$ cat src/rtl/divergence_stack.sv
// Per-warp SIMT divergence stack: tracks active masks, defers not-taken paths, redirects fetch on pop.
// Optional DIVSTACK_OVERFLOW_FLAG_EN adds a sticky overflow flag for dropped pushes.
module divergence_stack #(
    parameter int NumWarps   = 8,
    parameter int WarpWidth  = 4,
    parameter int PcWidth    = 16,
    parameter int StackDepth = 4,
    parameter int WidWidth   = NumWarps > 1 ? $clog2(NumWarps) : 1
) (
    input  logic                          clk_i,
    input  logic                          rst_i,
    input  logic                          init_i,
    input  logic [WidWidth-1:0]           init_wid_i,
    input  logic [WarpWidth-1:0]          init_mask_i,
    input  logic                          bru_branch_i,
    input  logic [WidWidth-1:0]           bru_branch_wid_i,
    input  logic [WarpWidth-1:0]          bru_branching_mask_i,
    input  logic [PcWidth-1:0]            bru_inactive_pc_i,
    input  logic                          pop_valid_i,
    input  logic [WidWidth-1:0]           pop_wid_i,
    output logic                          pop_ready_o,
    output logic [NumWarps*WarpWidth-1:0] act_mask_o,
    output logic                          redirect_valid_o,
    output logic [WidWidth-1:0]           redirect_wid_o,
    output logic [PcWidth-1:0]            redirect_pc_o,
    output logic [WarpWidth-1:0]          redirect_mask_o,
    output logic                          warp_done_o,
    output logic [WidWidth-1:0]           warp_done_wid_o,
    output logic                          overflow_o
);

    localparam int SpW  = $clog2(StackDepth + 1);
    localparam int IdxW = StackDepth > 1 ? $clog2(StackDepth) : 1;
    localparam logic [SpW-1:0] SpFull = SpW'(StackDepth);

    logic [NumWarps-1:0][WarpWidth-1:0] act_q, act_d;
    logic [NumWarps-1:0][SpW-1:0]       sp_q, sp_d;
    logic [PcWidth-1:0]   stk_pc_q   [NumWarps][StackDepth];
    logic [WarpWidth-1:0] stk_mask_q [NumWarps][StackDepth];

    logic                 rv_q, rv_d;
    logic [WidWidth-1:0]  rwid_q, rwid_d;
    logic [PcWidth-1:0]   rpc_q, rpc_d;
    logic [WarpWidth-1:0] rmask_q, rmask_d;
    logic                 done_q, done_d;
    logic [WidWidth-1:0]  dwid_q, dwid_d;

    logic                 br_live, br_redir, br_push, push_en;
    logic                 pop_block, pop_acc;
    logic [WarpWidth-1:0] br_t, br_n;
    logic [SpW-1:0]       br_sp, pop_sp, pop_sp_m1;
    logic [IdxW-1:0]      push_idx, pop_idx;

    // Init on the same warp overrides the branch entirely
    assign br_t     = bru_branching_mask_i;
    assign br_n     = act_q[bru_branch_wid_i] & ~br_t;
    assign br_sp    = sp_q[bru_branch_wid_i];
    assign br_live  = bru_branch_i &&
                      !(init_i && init_wid_i == bru_branch_wid_i);
    assign br_redir = br_live && br_t == '0 && br_n != '0;
    assign br_push  = br_live && br_t != '0 && br_n != '0;
    assign push_en  = br_push && br_sp != SpFull;
    assign push_idx = br_sp[IdxW-1:0];

    assign pop_sp    = sp_q[pop_wid_i];
    assign pop_sp_m1 = pop_sp - SpW'(1);
    assign pop_idx   = pop_sp_m1[IdxW-1:0];

    // Pop stalls on same-warp init/branch, or when it would collide with a branch redirect
    assign pop_block = (init_i && init_wid_i == pop_wid_i) ||
                       (bru_branch_i && bru_branch_wid_i == pop_wid_i) ||
                       (br_redir && pop_sp != '0);
    assign pop_ready_o = !pop_block;
    assign pop_acc     = pop_valid_i && !pop_block;

    always_comb begin
        act_d   = act_q;
        sp_d    = sp_q;
        rv_d    = 1'b0;
        rwid_d  = rwid_q;
        rpc_d   = rpc_q;
        rmask_d = rmask_q;
        done_d  = 1'b0;
        dwid_d  = dwid_q;
        if (pop_acc) begin
            if (pop_sp != '0) begin
                sp_d[pop_wid_i]  = pop_sp_m1;
                act_d[pop_wid_i] = stk_mask_q[pop_wid_i][pop_idx];
                rv_d    = 1'b1;
                rwid_d  = pop_wid_i;
                rpc_d   = stk_pc_q[pop_wid_i][pop_idx];
                rmask_d = stk_mask_q[pop_wid_i][pop_idx];
            end else begin
                act_d[pop_wid_i] = '0;
                done_d = 1'b1;
                dwid_d = pop_wid_i;
            end
        end
        if (br_push) begin
            act_d[bru_branch_wid_i] = br_t;
            if (push_en) begin
                sp_d[bru_branch_wid_i] = br_sp + SpW'(1);
            end
        end
        if (br_redir) begin
            act_d[bru_branch_wid_i] = br_n;
            rv_d    = 1'b1;
            rwid_d  = bru_branch_wid_i;
            rpc_d   = bru_inactive_pc_i;
            rmask_d = br_n;
        end
        if (init_i) begin
            act_d[init_wid_i] = init_mask_i;
            sp_d[init_wid_i]  = '0;
        end
    end

    always_ff @(posedge clk_i) begin
        if (rst_i) begin
            act_q   <= '0;
            sp_q    <= '0;
            rv_q    <= 1'b0;
            rwid_q  <= '0;
            rpc_q   <= '0;
            rmask_q <= '0;
            done_q  <= 1'b0;
            dwid_q  <= '0;
        end else begin
            act_q   <= act_d;
            sp_q    <= sp_d;
            rv_q    <= rv_d;
            rwid_q  <= rwid_d;
            rpc_q   <= rpc_d;
            rmask_q <= rmask_d;
            done_q  <= done_d;
            dwid_q  <= dwid_d;
        end
    end

    // Entry contents need no reset; sp alone decides validity
    always_ff @(posedge clk_i) begin
        if (push_en) begin
            stk_pc_q[bru_branch_wid_i][push_idx]   <= bru_inactive_pc_i;
            stk_mask_q[bru_branch_wid_i][push_idx] <= br_n;
        end
    end

`ifdef DIVSTACK_OVERFLOW_FLAG_EN
    logic ovf_q;
    always_ff @(posedge clk_i) begin
        if (rst_i) begin
            ovf_q <= 1'b0;
        end else if (br_push && br_sp == SpFull) begin
            ovf_q <= 1'b1;
            $error("divergence_stack: push dropped on warp %0d",
                   bru_branch_wid_i);
        end
    end
    assign overflow_o = ovf_q;
`else
    assign overflow_o = 1'b0;
`endif

    assign act_mask_o       = act_q;
    assign redirect_valid_o = rv_q;
    assign redirect_wid_o   = rwid_q;
    assign redirect_pc_o    = rpc_q;
    assign redirect_mask_o  = rmask_q;
    assign warp_done_o      = done_q;
    assign warp_done_wid_o  = dwid_q;

endmodule
$ cat config.mk
export PLATFORM = sky130hd
export DESIGN_NAME = divergence_stack
export DESIGN_NICKNAME = d
export VERILOG_FILES = /design/src/rtl/divergence_stack.sv
export SDC_FILE = /design/constraint.sdc
export NUM_CORES = 1
export LEC_CHECK = 0
export CAP_MARGIN = 20
export CORE_MARGIN = 2
export CORE_UTILIZATION = 35
export CTS_CLUSTER_DIAMETER = 40
export DETAILED_ROUTE_END_ITERATION = 8
export PLACE_DENSITY = 0.49
export SYNTH_ARGS = -nofsm -noshare
export SYNTH_HDL_FRONTEND = slang
export SYNTH_SLANG_ARGS = --single-unit
$ cat constraint.sdc
create_clock -name clk_i -period 5.9 [get_ports clk_i]
set_input_delay 1.77 -clock clk_i [delete_from_list [all_inputs] [get_ports clk_i]]
set_output_delay 1.77 -clock clk_i [all_outputs]
set_load 0.05 [all_outputs]
# --- Yosys cells after proc, flatten, opt, wreduce, memory -nomap -nowiden ---
# Memory sizes are Yosys's and may differ from the RTL's.
# Index checks and enable logic that the tools add are counted.
# Widths: inputs -> output; s select.
totals:
  mem_bits_rw: 640
  register_bits: 84
  word_cells: 137
  in_bits: 38
  n_memories: 2
op_classes:
  magnitude_cmp: 9
  n_bitwise: 10
  n_addsub: 2
  n_eq_ne: 4
  n_mux: 60
  reduce_logical: 28
mem_list:
  columns: ["memory", "depth", "word_bits", "rd", "rd_ports_with_merged_regs", "wr", "line", "rtl"]
  rows:
  - ["stk_pc_q", 8, 64, 1, 0, 1, "38", "logic [PcWidth-1:0] stk_pc_q [NumWarps][StackDepth];"]
  - ["stk_mask_q", 8, 16, 1, 0, 1, "39", "logic [WarpWidth-1:0] stk_mask_q [NumWarps][StackDepth];"]
ops:
  columns: ["op", "count"]
  rows:
  - ["$mux 32", 5]
  - ["$bwmux 32", 4]
  - ["$mux 24", 5]
  - ["$mux 16", 7]
  - ["$mux 64", 1]
  - ["$bwmux 24", 2]
  - ["$mux 4", 10]
  - ["$demux 4 s3", 3]
  - ["$and 32x32->32", 1]
  - ["$bmux 16 s2", 1]
  - ["$demux 16 s2", 1]
  - ["$not 32->32", 1]
  - ["$demux 3 s3", 3]
  - ["$and 24x24->24", 1]
  - ["$mux 3", 8]
  - ["$not 24->24", 1]
  - ["$bmux 3 s3", 2]
  - ["$logic_and 1x1->1", 15]
  - ["$bmux 4 s3", 1]
  - ["$lt 3x4->1 const B", 3]
  - ["$eq 3x3->1", 3]
  - ["$ge 3x1->1 const B", 3]
  - ["$bmux 4 s2", 1]
  - ["$demux 4 s2", 1]
  - ["18 further kinds", 30]

# --- Longest topological paths before layout ---
depth:
  word_depth: 17
  depth_mapped: 19
  ltp_nobuf: 13

# --- Least setup slack after synthesis ---
# OpenSTA, ideal clock, no wires.
synth_path:
  kind: "input-to-output"
  startpoint: "in pop_wid_i[0]"
  endpoint: "out pop_ready_o"
  cell_stages: 11
  required_time_ps: 4130
  arrival_ps: 4699
  path_slack_ps: -569
  path_cell_list: "buf_4 -> buf_4 -> buf_4 -> buf_4 -> buf_2 -> mux4_2 -> a221oi_1 -> ha_1 -> ha_1 -> inv_1 -> a21oi_1"
synth_via:
  elab_chain_len: 6
  word_cells_on_any_way: 11
  classes_between: "eq/ne: 2; mux: 2; reduce/logical: 7"
synth_lines:
  columns: ["item", "line", "rtl"]
  rows:
  - ["start: declaration", "20", "input logic [WidWidth-1:0] pop_wid_i,"]
  - ["$bmux 3 s3", "65", "assign pop_sp = sp_q[pop_wid_i];"]
  - ["$mux 3 (not written as such)", "65", null]
  - ["$reduce_bool 3->1", "72", "(br_redir && pop_sp != '0);"]
  - ["$logic_and 1x1->1", "72", null]
  - ["$logic_or 1x1->1 (*)", "71", "(bru_branch_i && bru_branch_wid_i == pop_wid_i) ||"]
  - ["$logic_not 1->1 (*)", "73", "assign pop_ready_o = !pop_block;"]
  - ["end: declaration", "21", "output logic pop_ready_o,"]
# Mark *: on every way between the ends. The rest lies on a longest branch, timed or not. The select of a mux whose other input is x is not followed.

# --- Final worst setup path ---
layout_path:
  startpoint: "in bru_branch_wid_i[2]"
  endpoint: "out pop_ready_o"
layout_via:
  elab_chain_len: 9
  word_cells_on_any_way: 16
  classes_between: "eq/ne: 2; mux: 2; bitwise: 1; reduce/logical: 11"
layout_lines:
  columns: ["item", "line", "rtl"]
  rows:
  - ["start: declaration", "16", "input logic [WidWidth-1:0] bru_branch_wid_i,"]
  - ["branches (longest 7 deep; another with $bmux 4 s3)", null, null]
  - ["$logic_or 1x1->1 (*)", "71", null]
  - ["$logic_not 1->1 (*)", "73", null]
# Every way passes the cells marked *. The select of a mux whose other input is x is not followed.

==> summary.md <==
| Metric | Value |
|---|---|
| Die Footprint | `a little under 90000 sq um` |
| Tmin final | `5.58 ns` |
| Residual DRC count | `0` |
| Final ANT Viol Nets | `0` |
| Total CTS buffers | `about 100` |
| Hpwl dp | `around 61000 microns` |
| Row count | `between 100 and 150` |
| Buffers on Ports | `98` |
| Post-cts resize count | `0` |
| Largest net degree at the start of global routing | `63` |
| RSZ-0062 raised after global routing | `false` |
| Ys Warns | `0` |
| Ys async rst share | `0%` |
| Initial Utilization | `between 30% and 40%` |
| Max cap viols | `0` |
| Sink Count | `between 700 and 800` |
| Slew Limit Fails | `0` |
| Clk_lat worst skew | `around 0.7 ns` |
| Post-Place Worst Slack | `~0.34 ns` |
| Final setup viols | `0` |
| Synth area leader | `edfxtp_1` |
| Avg Inst Size Synth | `~14 sq um` |
| Initial antenna violation count | `3` |
| Routability cong. | `between 0.9 and 1` |
| Max incr delay on CP | `0.51 ns` |
| Worst-path cell chain | `clkdlybuf4s50_1 > buf_12 > nor2b_1 > nand2_1 > a41o_1 > a41oi_4 > a21oi_4 > buf_4` |
| TritonRoute pass-1 iters | `6` |
| Pwr/cell area | `339 nW/um^2` |
| Final Cell Area | `36900 sq um` |
| Die Ht | `298 microns` |
| Hold buffer count at cts | `0` |
| Crit path kind | `input port to primary output` |
| Area Growth Syn to Fin | `22.4%` |
| CP startpoint kind | `input port` |
| Slowest CP cell | `clkdlybuf4s50_1` |
| Number of top-level pins | `100` |
| Max-slew headroom at the worst pin | `between 30% and 40%` |
| Final worst path period share | `94.5%` |
| CP endpoint kind | `primary output` |
| Ant diodes | `0` |
| Cell Area, Synth | `30200 sq um` |
| Crit path buffers/inverters | `3` |
| Routed length per placed instance | `a little over 30 microns` |
| FMAX | `between 0.15 and 0.2 GHz` |
| Vias per cell | `5.90` |
| Vias in the first global route | `20100` |
| Clock Root Buffer | `clkbuf_16` |
| Most frequent cells after synthesis | `edfxtp_1, a22oi_1, nor2_1` |
| Most common cell in the netlist | `edfxtp_1` |
| Nets | `about 2300` |
| H-tree depth | `3` |
| Worst endpoint required time | `4.13 ns` |
| Routed wire length | `106000 microns` |
| Die Wd | `slightly below 300 microns` |
| Hold WC Path Type | `register to register` |
| Reg-to-Reg End | `act_mask_o[3]` |
| Hold Vio Cnt, Final | `0` |
| Deepest clock path buffer count | `3` |
| CP Depth | `8` |
| DP Area | `between 30000 and 40000 sq um` |
| Dpl cells | `roughly 3300` |
| Layout filler cell count | `7765` |
| Setup ws final | `~0.32 ns` |
| CTS tree | `built` |
| Post-CTS Setup Bufs | `0` |
| Main flop type after synthesis | `edfxtp_1` |
| Status | `finished clean` |
| CTS clk-pin slew, worst paths | `0.04 ns` |
| Core region area | `roughly 85000 sq um` |
| Static Leak | `approximately 12 nW` |
| Highest net fanout along the worst path | `25` |
| Fin Clk Skew | `roughly 0.07 ns` |
| Detailed router's first-iteration violation count | `2629` |
| Register area share after synthesis | `69.3%` |
| Yosys cell types | `85` |
| Synthesis-stage register bit count | `around 720` |
| Reg2reg path depth | `10` |
| Crit path capture | `pop_ready_o` |
| CP top delay family | `buffers and inverters` |
| First-pass GRT wire length | `151000 microns` |
| RR Startpoint | `sp_q[9]` |
| Syn Inst Count | `approximately 2100` |
| Worst EP arrival | `about 3.8 ns` |
| Slew @ Worst Pin | `just over 1 ns` |
| Reg2Reg Setup Slack | `roughly 2.5 ns` |
| Layout cells sized above 1 | `17.9%` |
| DR vias | `20700` |
| EDFF count, synth | `640` |
| Top area cells in the synthesized netlist | `edfxtp_1, dfxtp_1, a22oi_1` |
| Layout Cells excl Fill | `around 3500` |
| CP startpoint | `bru_branch_wid_i[2]` |
| IR drop worst, VDD | `around 0.00023 V` |
| Total Routing Usage GR | `between 20% and 30%` |
| Post-synth top area share | `a little under two thirds` |
| GRT Residual Overflow | `0` |
| Mapped Nets | `between 2000 and 2500` |
worst min-delay path by stage:
stage                                   from                 end  slack [ns]  cells past startpoint
final                     warp_done_wid_o[2]  warp_done_wid_o[2]        0.46                      2
after global placement    warp_done_wid_o[2]  warp_done_wid_o[2]        0.45                      2
after global routing      warp_done_wid_o[2]  warp_done_wid_o[2]        0.50                      2
after CTS                 warp_done_wid_o[2]  warp_done_wid_o[2]        0.46                      2
after detailed placement  warp_done_wid_o[2]  warp_done_wid_o[2]        0.45                      2
after floorplan                      sp_q[6]             sp_q[6]        0.51                      2
layout by cell type, fill, tap and decap left out, types with 11 or more instances in the layout:
master,Yosys,layout
o211ai_1,15,15
clkdlybuf4s50_1,0,92
a22oi_1,164,164
nand2b_1,24,24
clkbuf_1,69,17
a31oi_1,25,25
o31ai_1,16,16
buf_4,9,104
edfxtp_1,640,640
dfxtp_1,84,84
buf_12,0,15
and2_1,28,28
clkbuf_16,0,107
mux2i_1,66,66
clkinv_1,4,12
nand2_1,104,104
a211oi_1,22,22
mux2_2,40,40
bufinv_16,0,11
inv_1,16,15
clkinv_2,0,23
a22o_1,37,37
nand3_1,44,44
a21oi_1,59,58
nor2_1,114,110
nand4_1,38,38
and3_1,20,19
mux4_2,21,21
o21ai_0,51,51
a221oi_1,48,48
a41oi_1,16,16
o22ai_1,28,28
nor3_1,30,25
stage by stage:
step / hold slack (ns) / total power [mW] / TNS, ns / util, %
global placement: 0.453 / 6.34 / 0 / 38.7
CTS: 0.460 / 12.6 / 0 / 42.9
detailed placement: 0.454 / 6.35 / 0 / 38.7
floorplan: 0.514 / 6.05 / -0.0591 / -
global route: 0.496 / 12.9 / 0 / 43.3
finish: 0.458 / 12.5 / 0 / 43.3
final cells by class:
class,count,area [sq um],share of cell area (%)
Sequential cell,724,20900,56.6
Clock inverter,63,718,1.94
Timing Repair Buffer,226,2330,6.31
Multi-Input combinational cell,1189,8610,23.3
Clock buffer,133,2850,7.73
Tap cell,1144,1430,3.88
Inverter,23,86.3,0.234
layer usage:
| layer | track usage, % | up-vias | wire length, microns |
|---|---|---|---|
| li1 | - | 8822 | - |
| met1 | 32.1 | 10600 | 44900 |
| met2 | 38.4 | 1011 | 50300 |
| met3 | 3.76 | 248 | 7430 |
| met4 | 7.58 | 6 | 3600 |
| met5 | 0 | - | 35 |
worst register-to-register path, stage by stage (launching register included):
cell	delay (ns)
dfxtp_1	0.35
mux4_2	0.52
mux2_2	0.31
buf_4	0.25
buf_4	0.34
a31o_2	0.31
a211oi_1	0.52
o22ai_1	0.21
buf_4	0.24
mux2i_1	0.14
o21ai_0	0.09
registers in the layout, indices dropped and copies added (netlist names):
register          cells
stk_pc_q            512
stk_mask_q          128
act_mask_o           32
sp_q                 24
redirect_pc_o        16
redirect_mask_o       4
redirect_wid_o        3
warp_done_wid_o       3
redirect_valid_o      1
warp_done_o           1
power breakdown:
group | switching (mW) | internal [mW] | leakage (nW)
clock network | 2.33 | 3.91 | 1.73
registers | 0.0120 | 5.58 | 6.44
logic | 0.454 | 0.223 | 3.93
cell families after synthesis:
group	count (synthesis)	share of synthesized area [%]
flip-flops	724	69.3
AO/OA/AOI/OAI	571	14.2
AND/OR/NAND/NOR	470	7.95
buffers and inverters	176	2.59
multiplexers	131	5.41
XOR/XNOR	10	0.290
adder cells (fa/ha/maj)	6	0.249
other	1	0.0124
Note: power is estimated with default switching activity, not from simulation.
==> edit 1 (same flow settings) <==
The parameter `NumWarps` goes from 8 to 16.
--- a/src/rtl/divergence_stack.sv
+++ b/src/rtl/divergence_stack.sv
@@ -3,3 +3,3 @@
 module divergence_stack #(
-    parameter int NumWarps   = 8,
+    parameter int NumWarps   = 16,
     parameter int WarpWidth  = 4,
Ports: changed (6 resized); port bits go from 100 to 137. No check against the original RTL was run, so the function may have changed too.
==> edit 1 against the unedited design <==
- total power is 99% higher
- count of clock-buffer cells in the layout is 112 higher
- critical endpoint unchanged
- first-iteration DRC count is 30% higher
- largest cell class unchanged
- worst setup slack worse by 0.20 ns
- synthesized area is 94% higher
- via count is 62% higher
- routed wire length is 80% higher
- cell area is 94% higher
- sequential share of layout area is 0.96 points higher
- sequential cell count is 698 higher
- sequential power is 99% higher
==> edit 1: results (changes against the unedited design) <==
drt:
  drtIter0Drc: 3411  # +30%
  first_pass_iters: 6  # unchanged
  routed_wirelength_um: 191000  # +80%
  via_count: 33400  # +62%
synthesis:
  synthTopCellsByCount: "1280 x edfxtp_1, 433 x mux4_2, 168 x nand2_1, 142 x dfxtp_1, 133 x clkbuf_1"
  synthAdderAreaFrac: 0.00129  # -0.00120
  yosys.area_share.xor_xnor: 0.00195  # -0.000954
  syn_nets: 3159  # +48%
  synth_compound_area_frac: 0.0484  # -0.0935
  synth_cell_type_count: 79  # -7.1%
  synthMuxAreaShare: 0.181  # +0.127
  synth_area_leaders: "edfxtp_1 66%, mux4_2 17%, dfxtp_1 4.9%"
  ys_seq_area_frac: 0.707  # +0.0140
  synth-edff-count: 1280  # +100%
global_route:
  grt.total_usage: 0.224  # -0.0107
  grt_pass1_wl_um: 267000  # +77%
  antenna_found_initial: 9  # +6
  grt_pass1_vias: 34200  # +70%
  grt_max_degree: 91  # +44%
cells_and_area:
  largest_register_ffs: 1024  # +100%
  drive_above_1_share: 0.307  # +0.128
  top_register: "stk_pc_q"
  nFillCells: 14300  # +84%
  nets: 3548  # +53%
worst_setup_path:
  path_max_fanout: 8  # -68%
  regToRegStartpoint: "sp_q[10]"
  crit_path_start: "bru_branch_wid_i[2]"
  crit_arrival_ns: 4.01  # +0.20 ns
pwr:
  vdd_drop_max_v: 0.000301  # +31%
  intPower_w: 0.0192  # +98%
  p_comb_frac: 0.059  # +0.005
  clock_power_w: 0.0123  # +97%
  p_leak_nw: 23.1  # +91%
cts:
  clk_pin_slew_worst_paths_ns: 0.05
  insertion_delay_ns: 0.83  # +0.15 ns
  h-tree-depth: 4  # +1
  numCtsBuffers: 205  # +97%
  cts_root_buffer: "clkbuf_16"
min_path:
  worstHoldStart: "warp_done_wid_o[2]"
  hold_path_class: "register to register"
place:
  place_congestion: 0.949  # +5.3%
  dp_hpwl_um: 119000  # +96%
  pre_cts_slack_ns: -0.359  # -0.699 ns
  portBuffers: 135  # +38%
  dpl-instance-area_mm2: 0.0645  # +95%
sta:
  skew_ns: 0.0646  # -0.00508 ns
  worstMarginPinSlew_ns: 1.21  # +0.189 ns
run_status:
  status: "complete, no violations"
-- edit 1: repair_timing --
| action | in CTS | in global routing |
|---|---|---|
| endpoints found under the setup margin | 1 | 1 |
| resized for setup | 3 | 7 |
| pin swaps | 0 | 1 |
| setup buffers | 0 | 0 |
-- edit 1: cells by family after synthesis --
logic type               count (synthesis)
AO/OA/AOI/OAI                          411
buffers and inverters                  228
AND/OR/NAND/NOR                        517
flip-flops                            1422
multiplexers                           514
other                                    1
adder cells (fa/ha/maj)                  6
XOR/XNOR                                13
-- edit 1: metrics by stage --
step	power, W	util	cells
floorplan	0.0120	-	3112
global placement	0.0127	0.390	5472
detailed placement	0.0127	0.390	5474
CTS	0.0251	0.432	5857
global route	0.0255	0.434	5866
finish	0.0248	0.434	5867
-- edit 1: layer usage --
layer  GRT usage  part of all wire  vias up
met3      0.0368             0.060      366
met1       0.297              0.41    17800
met5           0           0.00012        -
li1            -                 -    13800
met4      0.0887             0.040        4
met2       0.370              0.49     1392
-- edit 1: path summary, 6_finish.rpt --
path / endpoint / slack (ns) / depth (start not counted)
hold / removal: warp_done_wid_o[2] / 0.47 / 2
setup reg to reg: act_mask_o[1] / 1.91 / 10
hold reg to reg: warp_done_wid_o[2] / 0.47 / 2
setup / recovery: pop_ready_o / 0.12 / 9
-- edit 1: worst max-delay path, cell delays in order --
cell and delay, ns:
clkdlybuf4s50_1 0.59, buf_4 0.25, xor2_1 0.16, o41ai_2 0.46
nor2_1 0.16, o41ai_4 0.10, nor2_2 0.11, nor2_4 0.21
buf_6 0.20
-- edit 1: layout make-up --
class,instances,share of cell area
multi-input cells,1462,0.227
repair buffers,391,0.0607
diodes,1,0.0000349
flip-flops and latches,1422,0.576
inverters,19,0.00113
well taps,2189,0.0382
clock inverters,138,0.0219
clock buffers,245,0.0756
==> edit 2 (same flow settings) <==
Made on the original files. Register the output `redirect_pc_o` once more; this adds one clock of latency there. The other outputs are not delayed to match.
--- a/src/rtl/divergence_stack.sv
+++ b/src/rtl/divergence_stack.sv
@@ -166,3 +166,5 @@
     assign redirect_wid_o   = rwid_q;
-    assign redirect_pc_o    = rpc_q;
+    always_ff @(posedge clk_i) begin
+        redirect_pc_o <= rpc_q;
+    end
     assign redirect_mask_o  = rmask_q;
Check against the original RTL: not equivalent (a bounded check fails within 4 cycles, from zero or initial values and one cycle with rst_i high).
==> edit 2 against the unedited design <==
- combinational power rose by 11%
- final cell count down 1.4%
- clock skew decreased by 0.0074 ns
- worst setup slack got worse by 0.15 ns
- cell area rose by 0.31%
- routed wire length shrank 0.63%
- largest cell class unchanged
- critical path type unchanged
- synthesized area is 0.58% lower
- critical endpoint unchanged
- die area shrank 0.57%
- total power increased by 3.9%
- count of clock-buffer cells in the layout down 10
- sequential cell count up 16
==> edit 2: results (changes against the unedited design) <==
synthesis:
  synthTopCellsByCount: "640 x edfxtp_1, 229 x a22oi_1, 100 x dfxtp_1, 96 x clkbuf_1, 76 x nand2_1"
  ys_seq_area_frac: 0.708  # +0.0147
  synth_area_leaders: "edfxtp_1 64%, dfxtp_1 6.7%, a22oi_1 5.7%"
cells_and_area:
  drive_above_1_share: 0.198  # +0.0194
  multi_input_area_mm2: 0.00815  # -5.4%
  nFillCells: 7620  # -1.9%
  final-clk-cell-share: 0.100  # +0.00355
  nets: 2261  # -2.2%
  clkbuf_count: 123  # -7.5%
  num-nonclk-inverters: 17  # -26%
  buf_share: 0.0665  # +0.00345
  nMultiInputCombCells: 1096  # -7.8%
sta:
  holdWs_ns: 0.360  # -0.0977 ns
  fmax_mhz: 175  # -2.6%
  skew_ns: 0.0623  # -0.00735 ns
place:
  dp_hpwl_um: 61800  # +1.5%
  pre_cts_slack_ns: -0.170  # -0.511 ns
  place_congestion: 0.938  # +4.1%
  dp_cells: 3236  # -1.7%
  dpl-instance-area_mm2: 0.0329  # -0.40%
worst_setup_path:
  regToRegStartpoint: "sp_q[0]"
  path_max_fanout: 4  # -84%
  reg2reg_slack_ns: 2.28  # -0.18 ns
global_route:
  antenna_found_initial: 2  # -1
  grt_max_degree: 60  # -4.8%
  grt_pass1_wl_um: 150000  # -0.95%
  grt.total_usage: 0.239  # +0.00407
  globalRouteMet2Util: 0.381  # -0.00283
  use_met3: 0.0436  # +0.00602
drt:
  wl_met1_um: 45300  # +0.81%
  viasPerCell: 5.91  # +0.21%
  avgRoutedWirePerCell_um: 30.6  # +0.78%
  route.met2.wl_um: 49200  # -2.1%
  wl_met3_um: 7870  # +6.0%
min_path:
  holdPathStages: 0  # -2
  worstHoldStart: "rpc_q[8]"
pwr:
  p_leak_nw: 11.8  # -2.3%
  vdd_drop_max_v: 0.000283  # +23%
  p_switching_w: 0.00300  # +7.5%
floorplanning:
  dieArea_mm2: 0.0880  # -0.57%
run_status:
  status: "complete, no violations"
cts:
  numCtsBuffers: 105  # +0.96%
  clk_pin_slew_worst_paths_ns: 0.06  # +0.02 ns
[edit 2: cell count changes in the layout (fill, tap and decap cells not counted), sizes merged, moves of 12 or more]
| cell | before | now |
|---|---|---|
| a21oi | 59 | 72 |
| a22oi | 164 | 229 |
| a31oi | 25 | 12 |
| a41oi | 17 | 1 |
| and2 | 28 | 14 |
| and3 | 24 | 36 |
| buf | 133 | 159 |
| dfxtp | 84 | 100 |
| mux2i | 66 | 22 |
| nand2 | 104 | 79 |
| nand2b | 24 | 9 |
| nand4 | 38 | 50 |
| nor2 | 116 | 71 |
[edit 2: logic make-up (layout without fill, tap and decap cells)]
| kind of cell | after synthesis | count (layout) | synth area share |
|---|---|---|---|
| flip-flops | 740 | 740 | 0.708 |
| multiplexers | 94 | 94 | 0.0465 |
| adder cells (fa/ha/maj) | 6 | 6 | 0.00250 |
| AO/OA/AOI/OAI | 625 | 625 | 0.154 |
| AND/OR/NAND/NOR | 360 | 360 | 0.0624 |
| buffers and inverters | 168 | 473 | 0.0241 |
| XOR/XNOR | 10 | 10 | 0.00292 |
| other | 1 | 1 | 0.000125 |
[edit 2: what timing repair did]
item | 4_1_cts | 5_1_grt
endpoints found under the hold margin | 0 | 0
cloned | 1 | 0
pin swaps | 1 | 1
setup buffers | 2 | 1
gates resized for setup | 3 | 2
endpoints found under the setup margin | 1 | 1
[edit 2: power by group through the flow]
stage	clock, W	sequential [W]	combinational (W)
after floorplan	0	0.00586	0.000346
after global placement	0	0.00583	0.000710
after detailed placement	0	0.00583	0.000715
after CTS	0.00662	0.00572	0.000722
after global routing	0.00683	0.00571	0.000797
final	0.00652	0.00572	0.000754
[edit 2: critical path: stages]
cell             delay (ns)
clkdlybuf4s50_1        0.64
mux4_2                 0.57
a222oi_1               0.32
buf_4                  0.19
a21o_2                 0.14
and3_4                 0.18
buf_8                  0.14
